`config.mk`:
```
export PLATFORM = sky130hd
export DESIGN_NAME = instr_sequencer_flat
export DESIGN_NICKNAME = d
export VERILOG_FILES = /design/src/rtl/instr_sequencer_if.sv /design/src/rtl/instr_sequencer.sv /design/src/flat_wrapper.sv
export SDC_FILE = /design/constraint.sdc
export NUM_CORES = 1
export LEC_CHECK = 0
export CAP_MARGIN = 0
export CORE_UTILIZATION = 45
export CTS_CLUSTER_SIZE = 40
export DETAILED_ROUTE_END_ITERATION = 8
export PLACE_DENSITY = 0.76
export SYNTH_ARGS = -nofsm -noshare
export SYNTH_HDL_FRONTEND = slang
export SYNTH_SLANG_ARGS = --single-unit
```
`constraint.sdc`:
```
create_clock -name clk -period 2.4 [get_ports clk]
set_clock_uncertainty 0.05 [all_clocks]
set_input_delay 0.6 -clock clk [delete_from_list [all_inputs] [get_ports clk]]
set_output_delay 0.6 -clock clk [all_outputs]
set_load 0.1 [all_outputs]
```
`src/rtl/instr_sequencer_if.sv`:
```
// Sequencer <-> instruction RAM / register-file datapath bundle.
// master = sequencer side, slave = memory + datapath side.
interface instr_sequencer_if #(
  parameter int MEM_AW = 8
);
  logic [MEM_AW-1:0] imem_addr;
  logic              imem_rd_en;
  logic [15:0]       imem_rdata;
  logic [7:0]        rx_data;
  logic [1:0]        rx_addr;
  logic [1:0]        ry_addr;
  logic [7:0]        imm;
  logic              reg_we;
  logic [1:0]        alu_op;
  logic              alu_b_sel;
  logic              wb_pc_sel;

  modport master (
    output imem_addr, imem_rd_en, rx_addr, ry_addr, imm,
           reg_we, alu_op, alu_b_sel, wb_pc_sel,
    input  imem_rdata, rx_data
  );

  modport slave (
    input  imem_addr, imem_rd_en, rx_addr, ry_addr, imm,
           reg_we, alu_op, alu_b_sel, wb_pc_sel,
    output imem_rdata, rx_data
  );
endinterface

```
`src/rtl/instr_sequencer.sv`:
```
// Multi-cycle sequencer: FETCH/LATCH/EXEC per instruction, 3 clk each, one write-back in EXEC.
// No backpressure; issue is gated only by run/step, HALT is sticky until rst_n.
module instr_sequencer #(
  parameter int MEM_AW = 8
) (
  input  logic              clk,
  input  logic              rst_n,
  input  logic              run,
  input  logic              step,
  instr_sequencer_if.master bus,
  output logic [MEM_AW-1:0] pc_out,
  output logic              busy,
  output logic              halted,
  output logic [15:0]       retired_count
);

  localparam logic [2:0] S_IDLE  = 3'd0;
  localparam logic [2:0] S_FETCH = 3'd1;
  localparam logic [2:0] S_LATCH = 3'd2;
  localparam logic [2:0] S_EXEC  = 3'd3;
  localparam logic [2:0] S_HALT  = 3'd4;

  localparam logic [3:0] OP_LOAD = 4'b0000;
  localparam logic [3:0] OP_MOV  = 4'b0001;
  localparam logic [3:0] OP_ADD  = 4'b0010;
  localparam logic [3:0] OP_XOR  = 4'b0011;
  localparam logic [3:0] OP_LDPC = 4'b0100;
  localparam logic [3:0] OP_BRZ  = 4'b0101;
  localparam logic [3:0] OP_HALT = 4'b1111;

  logic [2:0]        state;
  logic [MEM_AW-1:0] pc;
  logic [15:0]       ir;
  logic              one_shot;

  logic [3:0]        opcode;
  logic [MEM_AW-1:0] br_target;
  logic              dec_we;
  logic [1:0]        dec_alu_op;
  logic              dec_b_sel;
  logic              dec_pc_sel;

  assign opcode    = ir[15:12];
  assign br_target = MEM_AW'(ir[7:0]);

  // pc is already pc+1 during EXEC, so a not-taken BRZ needs no action here
  always_ff @(posedge clk or negedge rst_n) begin
    if (!rst_n) begin
      state         <= S_IDLE;
      pc            <= '0;
      ir            <= '0;
      retired_count <= '0;
      one_shot      <= 1'b0;
    end else begin
      case (state)
        S_IDLE: begin
          if (run) begin
            state <= S_FETCH;
          end else if (step) begin
            state    <= S_FETCH;
            one_shot <= 1'b1;
          end
        end
        S_FETCH: state <= S_LATCH;
        S_LATCH: begin
          ir    <= bus.imem_rdata;
          pc    <= pc + MEM_AW'(1);
          state <= S_EXEC;
        end
        S_EXEC: begin
          retired_count <= retired_count + 16'd1;
          if (opcode == OP_BRZ && bus.rx_data == 8'h00) begin
            pc <= br_target;
          end
          if (opcode == OP_HALT) begin
            state <= S_HALT;
          end else if (run && !one_shot) begin
            state <= S_FETCH;
          end else begin
            state    <= S_IDLE;
            one_shot <= 1'b0;
          end
        end
        S_HALT:  state <= S_HALT;
        default: state <= S_IDLE;
      endcase
    end
  end

  always_comb begin
    dec_we     = 1'b0;
    dec_alu_op = 2'b00;
    dec_b_sel  = 1'b0;
    dec_pc_sel = 1'b0;
    if (state == S_EXEC) begin
      case (opcode)
        OP_LOAD: begin
          dec_we    = 1'b1;
          dec_b_sel = 1'b1;
        end
        OP_MOV:  dec_we = 1'b1;
        OP_ADD: begin
          dec_we     = 1'b1;
          dec_alu_op = 2'b01;
        end
        OP_XOR: begin
          dec_we     = 1'b1;
          dec_alu_op = 2'b10;
        end
        OP_LDPC: begin
          dec_we     = 1'b1;
          dec_pc_sel = 1'b1;
        end
        default: ;
      endcase
    end
  end

  assign bus.imem_addr  = pc;
  assign bus.imem_rd_en = (state == S_FETCH);
  assign bus.rx_addr    = ir[11:10];
  assign bus.ry_addr    = ir[9:8];
  assign bus.imm        = ir[7:0];
  assign bus.reg_we     = dec_we;
  assign bus.alu_op     = dec_alu_op;
  assign bus.alu_b_sel  = dec_b_sel;
  assign bus.wb_pc_sel  = dec_pc_sel;

  assign pc_out = pc;
  assign busy   = (state == S_FETCH) || (state == S_LATCH) || (state == S_EXEC);
  assign halted = (state == S_HALT);

endmodule
```
`src/flat_wrapper.sv`:
```
// flat-port wrapper written by rule: the top's interface ports become plain ports
module instr_sequencer_flat 
#(
  parameter int MEM_AW = 8
)
  (clk, rst_n, run, step, pc_out, busy, halted, retired_count, bus_imem_addr, bus_imem_rd_en, bus_rx_addr, bus_ry_addr, bus_imm, bus_reg_we, bus_alu_op, bus_alu_b_sel, bus_wb_pc_sel, bus_imem_rdata, bus_rx_data);
  instr_sequencer_if #(.MEM_AW(MEM_AW)) bus_i ();
  input  logic clk;
  input  logic rst_n;
  input  logic run;
  input  logic step;
  output logic [MEM_AW-1:0] pc_out;
  output logic busy;
  output logic halted;
  output logic [15:0] retired_count;
  output wire logic [$bits(bus_i.imem_addr)-1:0] bus_imem_addr;
  output wire logic [$bits(bus_i.imem_rd_en)-1:0] bus_imem_rd_en;
  output wire logic [$bits(bus_i.rx_addr)-1:0] bus_rx_addr;
  output wire logic [$bits(bus_i.ry_addr)-1:0] bus_ry_addr;
  output wire logic [$bits(bus_i.imm)-1:0] bus_imm;
  output wire logic [$bits(bus_i.reg_we)-1:0] bus_reg_we;
  output wire logic [$bits(bus_i.alu_op)-1:0] bus_alu_op;
  output wire logic [$bits(bus_i.alu_b_sel)-1:0] bus_alu_b_sel;
  output wire logic [$bits(bus_i.wb_pc_sel)-1:0] bus_wb_pc_sel;
  input wire logic [$bits(bus_i.imem_rdata)-1:0] bus_imem_rdata;
  input wire logic [$bits(bus_i.rx_data)-1:0] bus_rx_data;
  assign bus_imem_addr = bus_i.imem_addr;
  assign bus_imem_rd_en = bus_i.imem_rd_en;
  assign bus_rx_addr = bus_i.rx_addr;
  assign bus_ry_addr = bus_i.ry_addr;
  assign bus_imm = bus_i.imm;
  assign bus_reg_we = bus_i.reg_we;
  assign bus_alu_op = bus_i.alu_op;
  assign bus_alu_b_sel = bus_i.alu_b_sel;
  assign bus_wb_pc_sel = bus_i.wb_pc_sel;
  assign bus_i.imem_rdata = bus_imem_rdata;
  assign bus_i.rx_data = bus_rx_data;
  instr_sequencer #(.MEM_AW(MEM_AW)) u_core (.clk(clk), .rst_n(rst_n), .run(run), .step(step), .bus(bus_i), .pc_out(pc_out), .busy(busy), .halted(halted), .retired_count(retired_count));
endmodule
```
==> results of run 1 <==
[metrics by stage]
step | worst slack [ps] | hold slack [ps] | instances | util, %
after global placement | 169 | 413 | 361 | 62.0
after global routing | -3.28 | 229 | 374 | 65.5
after CTS | 26.5 | 211 | 373 | 65.2
after floorplan | -16.3 | 254 | 239 | -
after detailed placement | 139 | 418 | 361 | 62.0
final | 50.4 | 205 | 374 | 65.5
[sequential cells by signal, indices dropped and copies added, names as in the netlist]
| signal | count |
|---|---|
| u_core.retired_count | 16 |
| u_core.ir | 16 |
| u_core.bus.imem_addr | 8 |
| u_core.one_shot | 1 |
| u_core.state | 3 |
[cells in the mapped netlist, types with 3 or more instances]
cell type	n	area [um^2]
o21ai_0	6	30.0
buf_6	3	33.8
o2bb2a_1	5	50.1
nor3_1	3	15.0
a21oi_1	7	35.0
nand3_1	7	35.0
clkbuf_1	3	11.3
a31oi_1	3	18.8
nand2_1	64	240
dfrtp_1	44	1100
buf_2	3	15.0
and3_1	8	50.1
buf_4	21	158
nor2_1	7	26.3
and2_1	3	18.8
and4_1	3	26.3
xnor2_1	13	114
nand4_1	6	37.5
[worst register-to-register path, cell delays in order (launching register included)]
cell     delay, ps
dfrtp_1        420
buf_4          180
and3b_1        480
and3_1         360
nand4_1        140
xnor2_1        150
[worst max path at each step]
| stage | endpoint | from |
|---|---|---|
| after floorplan | bus_reg_we | u_core.state[0]$_DFFE_PN0P_ |
| after global placement | u_core.bus.imem_addr[1]$_DFFE_PN0P_ | bus_rx_data[5] |
| after detailed placement | u_core.bus.imem_addr[1]$_DFFE_PN0P_ | bus_rx_data[5] |
| after CTS | bus_reg_we | u_core.state[0]$_DFFE_PN0P_ |
| after global routing | bus_reg_we | u_core.state[0]$_DFFE_PN0P_ |
| final | bus_reg_we | u_core.state[0]$_DFFE_PN0P_ |
[cell type report]
cell class              count  area (um^2)  share of cell area [%]
repair buffers             90          851                    27.0
well taps                  67         83.8                    2.66
clock buffers               6         82.6                    2.62
clock inverters             2         38.8                    1.23
inverters                   2         7.51                   0.238
multi-input cells         163          986                    31.3
flip-flops and latches     44         1100                    35.0
[per-layer routing]
| metal | global-route usage [%] | part of all wire (%) |
|---|---|---|
| met1 | 29.4 | 43 |
| met2 | 32.4 | 48 |
| met5 | 0 | 0 |
| met3 | 3.84 | 5.6 |
| met4 | 10.5 | 3.0 |
[cells by family after synthesis]
group,after synthesis,share of synthesized area [%]
flip-flops,44,48.1
multiplexers,1,0.492
buffers and inverters,32,9.84
adder cells (fa/ha/maj),2,1.09
AO/OA/AOI/OAI,28,8.80
AND/OR/NAND/NOR,117,25.9
XOR/XNOR,15,5.74
[repair_timing]
action                                  in CTS  in global routing
endpoints found under the setup margin       1                  4
setup buffers                                4                  1
gates resized for setup                      2                  1
pin swaps                                    0                  1
hold buffers                                 0                  0
hold endpoints to repair                     0                  0
gates cloned                                 0                  0
==> out/metrics.yaml, run 1 <==
die:
  die_area_mm2: 0.00537
  placementRows: 25
  fp.dieH_um: 73.3
  initial_utilization_pct: 47.5
  core_area_mm2: 0.00482
  die_w_um: 73.3
  ios: 80
setup_path:
  crit_type: "reg2out"
  rrSetupSlack_ps: 510
  reg2reg_from: "u_core.state[2]$_DFFE_PN0P_"
  crit_chain: "and4bb_2, and3_2, or2_2, buf_12"
  cp.buffers_inverters: 1
  cp.required_ps: 1750
  arrival_ps: 1700
  critical_path.max_fanout: 7
  cp-start-kind: "register"
  cp-end-kind: "output pin"
  critPathMaxStageDelay_ps: 460
  cp_top_family: "simple AND/OR/NAND/NOR gates"
  r2r-end: "u_core.retired_count[6]$_DFFE_PN0P_"
  reg2regPathDepth: 5
  crit_path_top_delay_cell: "dfrtp_2"
  worst-path-stages: 4
yosys:
  synth_enable_flop_cells: 0
  async_flop_share_pct: 100
  ys_types: 42
  synth_area_mm2: 0.00229
  synthFlopType: "dfrtp_1"
  synth_nets: 269
  ys_ff_latch: 44
  netlist_instances: 239
  syn_area_per_cell_um2: 9.58
  seq_area_frac_synth_pct: 48.1
  ys_warn_count: 0
placed_design:
  dpl_cell_area_mm2: 0.00299
  post-dp-hpwl_um: 3880
  place_congestion: 0.769
  port_buffers: 79
sta:
  worst_pin_slew_ps: 488
  finalHoldViolCount: 0
  fmax_mhz: 426
  setup_viol: 0
  finalCritPeriodShare_pct: 97.9
  period_minus_slack_ps: 2350
  drv_slew: 0
  fin_tns_setup_ps: 0
  slew_headroom_pct: 67.5
clock_tree:
  cts_tree: "done"
  htreeDepth: 2
  clock_sinks: 44
  clk_path_buf_depth: 2
  clkLatencyLatePin_ps: 300
  root_buffer: "clkbuf_8"
  clk_pin_slew_worst_paths_ps: 90
  numCtsBuffers: 5
global_routing:
  grtUsageTotal_pct: 21.3
  grt_pass1_vias: 1788
  grt_pass1_wl_um: 8640
  antenna_found_initial: 0
  grt_max_degree: 26
  grt-ovfl-total: 0
drt:
  drc: 0
  first_pass_iters: 4
  avgViaCountPerCell: 5.18
  vias: 1939
  ant_nets: 0
  wirelength_um: 5250
  first_iter_violations: 104
  wl_per_cell_um: 14.0
cells_and_area:
  num_antenna_cells: 0
  areaGrowthSynthToFinish_pct: 37.8
  final_area_mm2: 0.00315
  drive_gt1_share_pct: 30.3
  final_common_cell: "nand2_1"
  fin_nets: 336
  final_cell_mix: "nand2_1 (64), buf_4 (54), dfrtp_1 (42)"
  nFillCells: 425
run:
  drv_cap: 0
outcome:
  status: "finished, final reports clean"
hold_path:
  hp-class: "in2async"
Power of run 1 is left out: the tool's default activity adds up to more than one toggle a clock period on the data nets, which glitch-free logic cannot reach.
==> run 2: changes to the inputs <==
--- a/config.mk
+++ b/config.mk
@@ -5,11 +5,13 @@
 export SDC_FILE = /design/constraint.sdc
 export NUM_CORES = 1
 export LEC_CHECK = 0
-export CAP_MARGIN = 0
+export CAP_MARGIN = 20
 export CORE_UTILIZATION = 45
 export CTS_CLUSTER_SIZE = 40
 export DETAILED_ROUTE_END_ITERATION = 8
+export GPL_TIMING_DRIVEN = 0
 export PLACE_DENSITY = 0.76
+export SLEW_MARGIN = 15
 export SYNTH_ARGS = -nofsm -noshare
 export SYNTH_HDL_FRONTEND = slang
 export SYNTH_SLANG_ARGS = --single-unit
==> run 2 against run 1 <==
Against the previous run:
- via count is 2.7% higher
- setup slack improved by 13 ps
- worst hold slack got worse by 54 ps
- global-route usage up 0.37 points
- largest cell class unchanged
- count of clock-buffer cells in the layout fell by 1
- wire length up 1.9%
- cell area is 4.4% higher
==> out/metrics.yaml, run 2 (same netlist as run 1, synthesis figures left out) <==
outcome:
  status: "finished, final reports clean"
setup_path:
  critPathMaxStageDelay_ps: 840  # +380 ps
  crit_path_top_delay_cell: "dlygate4sd2_1"
  cp.required_ps: 1750  # about the same
  crit_type: "reg2out"
  critical_path.max_fanout: 4  # -3
  cp-start-kind: "register"
  cp-end-kind: "output pin"
  cp.buffers_inverters: 2  # +1
  crit_chain: "buf_4, dlygate4sd2_1"
  arrival_ps: 1690  # about the same
  cp_top_family: "buffers and inverters"
  worst-path-stages: 2  # -2
  reg2regPathDepth: 5  # unchanged
sta:
  fmax_mhz: 428  # +0.55%
  drv_slew: 0  # unchanged
  finalCritPeriodShare_pct: 97.4  # -0.53 points
  finalHoldViolCount: 0  # unchanged
  setup_viol: 0  # unchanged
  rsz0062_at_grt: "false"
  worst_pin_slew_ps: 983  # +495 ps
  slew_headroom_pct: 34.8  # -33 points
  fin_tns_setup_ps: 0  # unchanged
  period_minus_slack_ps: 2340  # -12.8 ps
die:
  placementRows: 25  # unchanged
  core_area_mm2: 0.00482  # unchanged
  die_area_mm2: 0.00537  # unchanged
  die_w_um: 73.3  # unchanged
  fp.dieH_um: 73.3  # unchanged
  ios: 80  # unchanged
  initial_utilization_pct: 47.5  # unchanged
clock_tree:
  htreeDepth: 2  # unchanged
  numCtsBuffers: 5  # unchanged
  clk_pin_slew_worst_paths_ps: 90  # about the same
  clock_sinks: 44  # unchanged
  root_buffer: "clkbuf_8"
  clkLatencyLatePin_ps: 300  # about the same
  hold_buffers: 0  # unchanged
  cts_tree: "done"
  clk_path_buf_depth: 2  # unchanged
global_routing:
  grtUsageTotal_pct: 21.7  # +0.37 points
  grt_max_degree: 30  # +15%
  antenna_found_initial: 0  # unchanged
  grt_pass1_vias: 1848  # +3.4%
  grt_pass1_wl_um: 8810  # +2.0%
  grt-ovfl-total: 0  # unchanged
cells_and_area:
  final_core_util_pct: 68.3  # +2.9 points
  fin_nets: 359  # +6.8%
  final_common_cell: "nand2_1"
  drive_gt1_share_pct: 21.8  # -8.5 points
  areaGrowthSynthToFinish_pct: 43.8
  final_cell_mix: "nand2_1 (64), dfrtp_1 (43), dlygate4sd2_1 (36)"
  nFillCells: 424  # -0.24%
  num_antenna_cells: 0  # unchanged
  final_area_mm2: 0.00329  # +4.4%
drt:
  wl_per_cell_um: 13.5  # -4.0%
  first_iter_violations: 125  # +20%
  avgViaCountPerCell: 5.02  # -3.2%
  wirelength_um: 5350  # +1.9%
  first_pass_iters: 4  # unchanged
  ant_nets: 0  # unchanged
  vias: 1992  # +2.7%
  drc: 0  # unchanged
run:
  drv_cap: 0  # unchanged
placed_design:
  place_congestion: 0.746  # -3.0%
  post-dp-hpwl_um: 3950  # +1.6%
  port_buffers: 79  # unchanged
  dpl_cell_area_mm2: 0.00320  # +7.0%
hold_path:
  hp-class: "in2async"
## run 2: changes by cell type in the layout (fill, tap and decap cells not counted), moves of 4 or more
cell / change
dlygate4sd2_1: +36
buf_4: -30
buf_12: -7
buf_6: +5
buf_2: +4
clkdlybuf4s15_1: +4
## run 2: final timing paths
kind,from,to,slack (ps)
max,u_core.bus.imem_addr[7]$_DFFE_PN0P_,pc_out[7],60
min,rst_n,u_core.ir[8]$_DFFE_PN0P_,150
max reg2reg,u_core.ir[15]$_DFFE_PN0P_,u_core.bus.imem_addr[1]$_DFFE_PN0P_,520
min reg2reg,u_core.retired_count[15]$_DFFE_PN0P_,u_core.retired_count[15]$_DFFE_PN0P_,420
max in group asynchronous,rst_n,u_core.state[0]$_DFFE_PN0P_,1660
min in group clk,u_core.retired_count[15]$_DFFE_PN0P_,u_core.retired_count[15]$_DFFE_PN0P_,420
## run 2: layer usage
layer	GRT usage, %	routed length [um]
met1	28.9	2300
met2	35.7	2710
met3	3.29	248
met4	8.33	80
met5	0	0
## run 2: through the flow
step / cells / hold WS [ps] / setup slack, ps
after floorplan: 239 / 254 / -16.3
after global placement: 385 / 409 / -835
after detailed placement: 386 / 418 / -840
after CTS: 393 / 159 / 6.28
after global routing: 397 / 173 / 2.31
final: 397 / 150 / 63.2
## run 2: what timing repair did
action | CTS | global route
gates resized for setup | 95 | 15
pin swaps | 0 | 1
setup buffers | 0 | 4
setup endpoints to repair | 52 | 12
## run 2: area by class of cell
type | count | area [um^2] | area share [%]
Buffer | 29 | 216 | 6.58
Sequential cell | 44 | 1100 | 33.5
Clock inverter | 3 | 18.8 | 0.570
Tap cell | 67 | 83.8 | 2.55
Multi-Input combinational cell | 163 | 1000 | 30.5
Inverter | 2 | 7.51 | 0.228
Clock buffer | 5 | 68.8 | 2.09
Timing Repair Buffer | 84 | 791 | 24.0
Power of run 2 is left out for the same reason.
==> run 3: changes to the inputs <==
--- a/config.mk
+++ b/config.mk
@@ -5,8 +5,9 @@
 export SDC_FILE = /design/constraint.sdc
 export NUM_CORES = 1
 export LEC_CHECK = 0
+export ABC_AREA = 1
 export CAP_MARGIN = 20
-export CORE_UTILIZATION = 45
+export CORE_UTILIZATION = 46
 export CTS_CLUSTER_SIZE = 40
 export DETAILED_ROUTE_END_ITERATION = 8
 export GPL_TIMING_DRIVEN = 0
==> constraint.sdc (replaced) <==
create_clock -name clk -period 2.3 [get_ports clk]
set_clock_uncertainty 0.05 [all_clocks]
set_input_delay 0.575 -clock clk [delete_from_list [all_inputs] [get_ports clk]]
set_output_delay 0.575 -clock clk [all_outputs]
set_load 0.1 [all_outputs]
==> run 3 against run 2 <==
Against the previous run:
- non-clock buffer count shrank 5
- count of clock-buffer cells in the layout rose by 3
- worst hold slack got worse by 3.2 ps
- setup slack lost 37 ps
- synthesized cell count grew 31%
- cell count is 19% higher
- critical path type unchanged
- highest routed layer unchanged
==> out/metrics.yaml, run 3 <==
cells_and_area:
  areaGrowthSynthToFinish_pct: 42.9
  multi_input_area_mm2: 0.00115  # +15%
  final_common_cell: "nand2_1"
  fin_nets: 433  # +21%
  nFillCells: 443  # +4.5%
  final_core_util_pct: 68.5  # +0.21 points
  register_area_mm2: 0.00110  # unchanged
  drive_gt1_share_pct: 20.0  # -1.8 points
  final_cell_mix: "nand2_1 (95), dfrtp_1 (43), nor2_1 (38)"
  num_antenna_cells: 0  # unchanged
clock_tree:
  clock_sinks: 44  # unchanged
  htreeDepth: 2  # unchanged
  clk_path_buf_depth: 2  # unchanged
  clk_pin_slew_worst_paths_ps: 80  # about the same
  hold_buffers: 0  # unchanged
  clkLatencyLatePin_ps: 300  # about the same
  root_buffer: "clkbuf_8"
  cts_tree: "done"
  numCtsBuffers: 5  # unchanged
yosys:
  syn_area_per_cell_um2: 7.80  # -19%
  ys_warn_count: 0  # unchanged
  async_flop_share_pct: 100  # unchanged
  synth_enable_flop_cells: 0  # unchanged
  synth_nets: 344  # +28%
  yosysMostFrequentCell: "nand2_1"
  synthTopCellsByCount: "nand2_1 (96), dfrtp_1 (44), nor2_1 (43)"
  netlist_instances: 314  # +31%
  synth_top_area_share_pct: 44.9  # -3.2 points
  synthFlopType: "dfrtp_1"
  ys_types: 24  # -43%
  synth_area_mm2: 0.00245  # +7.1%
  synth_area_leaders: "dfrtp_1 (45%), nand2_1 (15%), nor2_1 (6.6%), buf_4 (6.4%), nand3_1 (4.5%)"
  yosys.area.top_type: "dfrtp_1"
  ys_ff_latch: 44  # unchanged
  seq_area_frac_synth_pct: 44.9  # -3.2 points
placed_design:
  place_congestion: 0.796  # +6.7%
  port_buffers: 79  # unchanged
  post-dp-hpwl_um: 4360  # +11%
global_routing:
  grt_pass1_vias: 2017  # +9.1%
  grt_max_degree: 29  # -3.3%
  grt-ovfl-total: 0  # unchanged
  grtUsageTotal_pct: 22.1  # +0.43 points
  grt_pass1_wl_um: 9310  # +5.6%
  antenna_found_initial: 0  # unchanged
die:
  initial_utilization_pct: 48.0  # +0.46 points
  die_area_mm2: 0.00562  # +4.6%
  ios: 80  # unchanged
  placementRows: 26  # +4.0%
  die_w_um: 75.0  # +2.3%
  fp.dieH_um: 75.0  # +2.3%
  core_area_mm2: 0.00511  # +6.0%
sta:
  fmax_mhz: 440
  setup_viol: 0  # unchanged
  slew_headroom_pct: 35.6  # +0.84 points
  drv_slew: 0  # unchanged
  period_minus_slack_ps: 2270
  finalCritPeriodShare_pct: 98.8
  finalHoldViolCount: 0  # unchanged
  rsz0062_at_grt: "true"
  worst_pin_slew_ps: 970  # -12.6 ps
setup_path:
  crit_path_top_delay_cell: "clkdlybuf4s15_1"
  critPathMaxStageDelay_ps: 870  # +30 ps
  crit_type: "reg2out"
  crit_chain: "clkdlybuf4s15_1"
  critical_path.max_fanout: 7  # +3
  cp-end-kind: "output pin"
  cp-start-kind: "register"
  cp_top_family: "buffers and inverters"
  cp.buffers_inverters: 1  # -1
  cp.required_ps: 1670  # -80 ps
  arrival_ps: 1650  # -40 ps
drt:
  ant_nets: 0  # unchanged
  drc: 0  # unchanged
  first_pass_iters: 4  # unchanged
  avgViaCountPerCell: 4.76  # -5.2%
  first_iter_violations: 87  # -30%
  wl_per_cell_um: 12.1  # -10%
  vias: 2255  # +13%
  wirelength_um: 5730  # +7.2%
run:
  drv_cap: 0  # unchanged
outcome:
  status: "finished, final reports clean"
hold_path:
  hp-class: "in2async"
run 3: cell count changes after synthesis, moves of 4 or more:
cell	delta
nand3_1	+15
xnor2_1	-6
inv_1	+22
and3_1	-8
nor2_1	+36
mux2_2	+8
o21ai_0	+6
nand3b_1	+4
o2bb2a_1	-5
nand2_1	+32
run 3: path summary, 6_finish.rpt:
| path | startpoint | endpoint | slack (ps) | cells after the start |
|---|---|---|---|---|
| worst max-delay path | u_core.bus.imem_addr[3]$_DFFE_PN0P_ | bus_imem_addr[3] | 30 | 1 |
| min in group clk | u_core.ir[11]$_DFFE_PN0P_ | u_core.ir[11]$_DFFE_PN0P_ | 460 | 1 |
| worst min register to register | u_core.ir[11]$_DFFE_PN0P_ | u_core.ir[11]$_DFFE_PN0P_ | 460 | 1 |
| worst max register to register | u_core.state[0]$_DFFE_PN0P_ | u_core.retired_count[13]$_DFFE_PN0P_ | 770 | 8 |
| worst min-delay path | rst_n | u_core.bus.imem_addr[4]$_DFFE_PN0P_ | 150 | 1 |
| max in group asynchronous | rst_n | u_core.state[2]$_DFFE_PN0P_ | 1560 | 2 |
run 3: repair_timing:
| item | in CTS | in global routing |
|---|---|---|
| resized for setup | 111 | 11 |
| setup buffers | 2 | 1 |
| pin swaps | 2 | 2 |
| setup endpoints to repair | 52 | 13 |
| gates cloned | 0 | 0 |
run 3: layout make-up:
cell class	count	share of cell area (%)
multi-input cells	219	32.8
flip-flops and latches	44	31.5
repair buffers	83	22.7
plain buffers	25	5.25
inverters	25	2.68
clock buffers	8	2.57
well taps	70	2.50
run 3: logic make-up (layout without fill, tap and decap cells):
kind of cell	after synthesis	after routing	synth area share, %
adders and majority gates	2	2	1.02
muxes	9	9	4.14
xor gates and xnor gates	11	11	3.93
DFF	44	44	44.9
and+or+nand+nor	177	177	30.5
buffers and inverters	51	141	11.2
AOI/OAI and AO/OA	20	20	4.19
run 3: layer usage:
layer  global-route usage [%]  wire length [um]  vias to the layer above  part of all wire, %
met4                     6.71                61                        0                  1.1
met2                     35.4              2790                       56                   49
met1                     30.0              2620                     1038                   46
li1                         -                 -                     1154                    -
met5                        0                 0                        -                    0
met3                     4.95               258                        7                  4.5
run 3: per-stage QoR:
step / hold slack [ps] / area (um^2) / TNS, ps / cells / setup WS (ps)
2_1_floorplan: 229 / 2540 / -332 / 314 / -201
3_3_place_gp: 432 / 3420 / -30690 / 463 / -729
3_5_place_dp: 434 / 3440 / -4130 / 464 / -733
4_1_cts: 156 / 3520 / 0 / 474 / 7.45
5_1_grt: 170 / 3500 / -18.7 / 474 / -18.7
6_report: 147 / 3500 / 0 / 474 / 26.5
Power of run 3 is left out for the same reason.
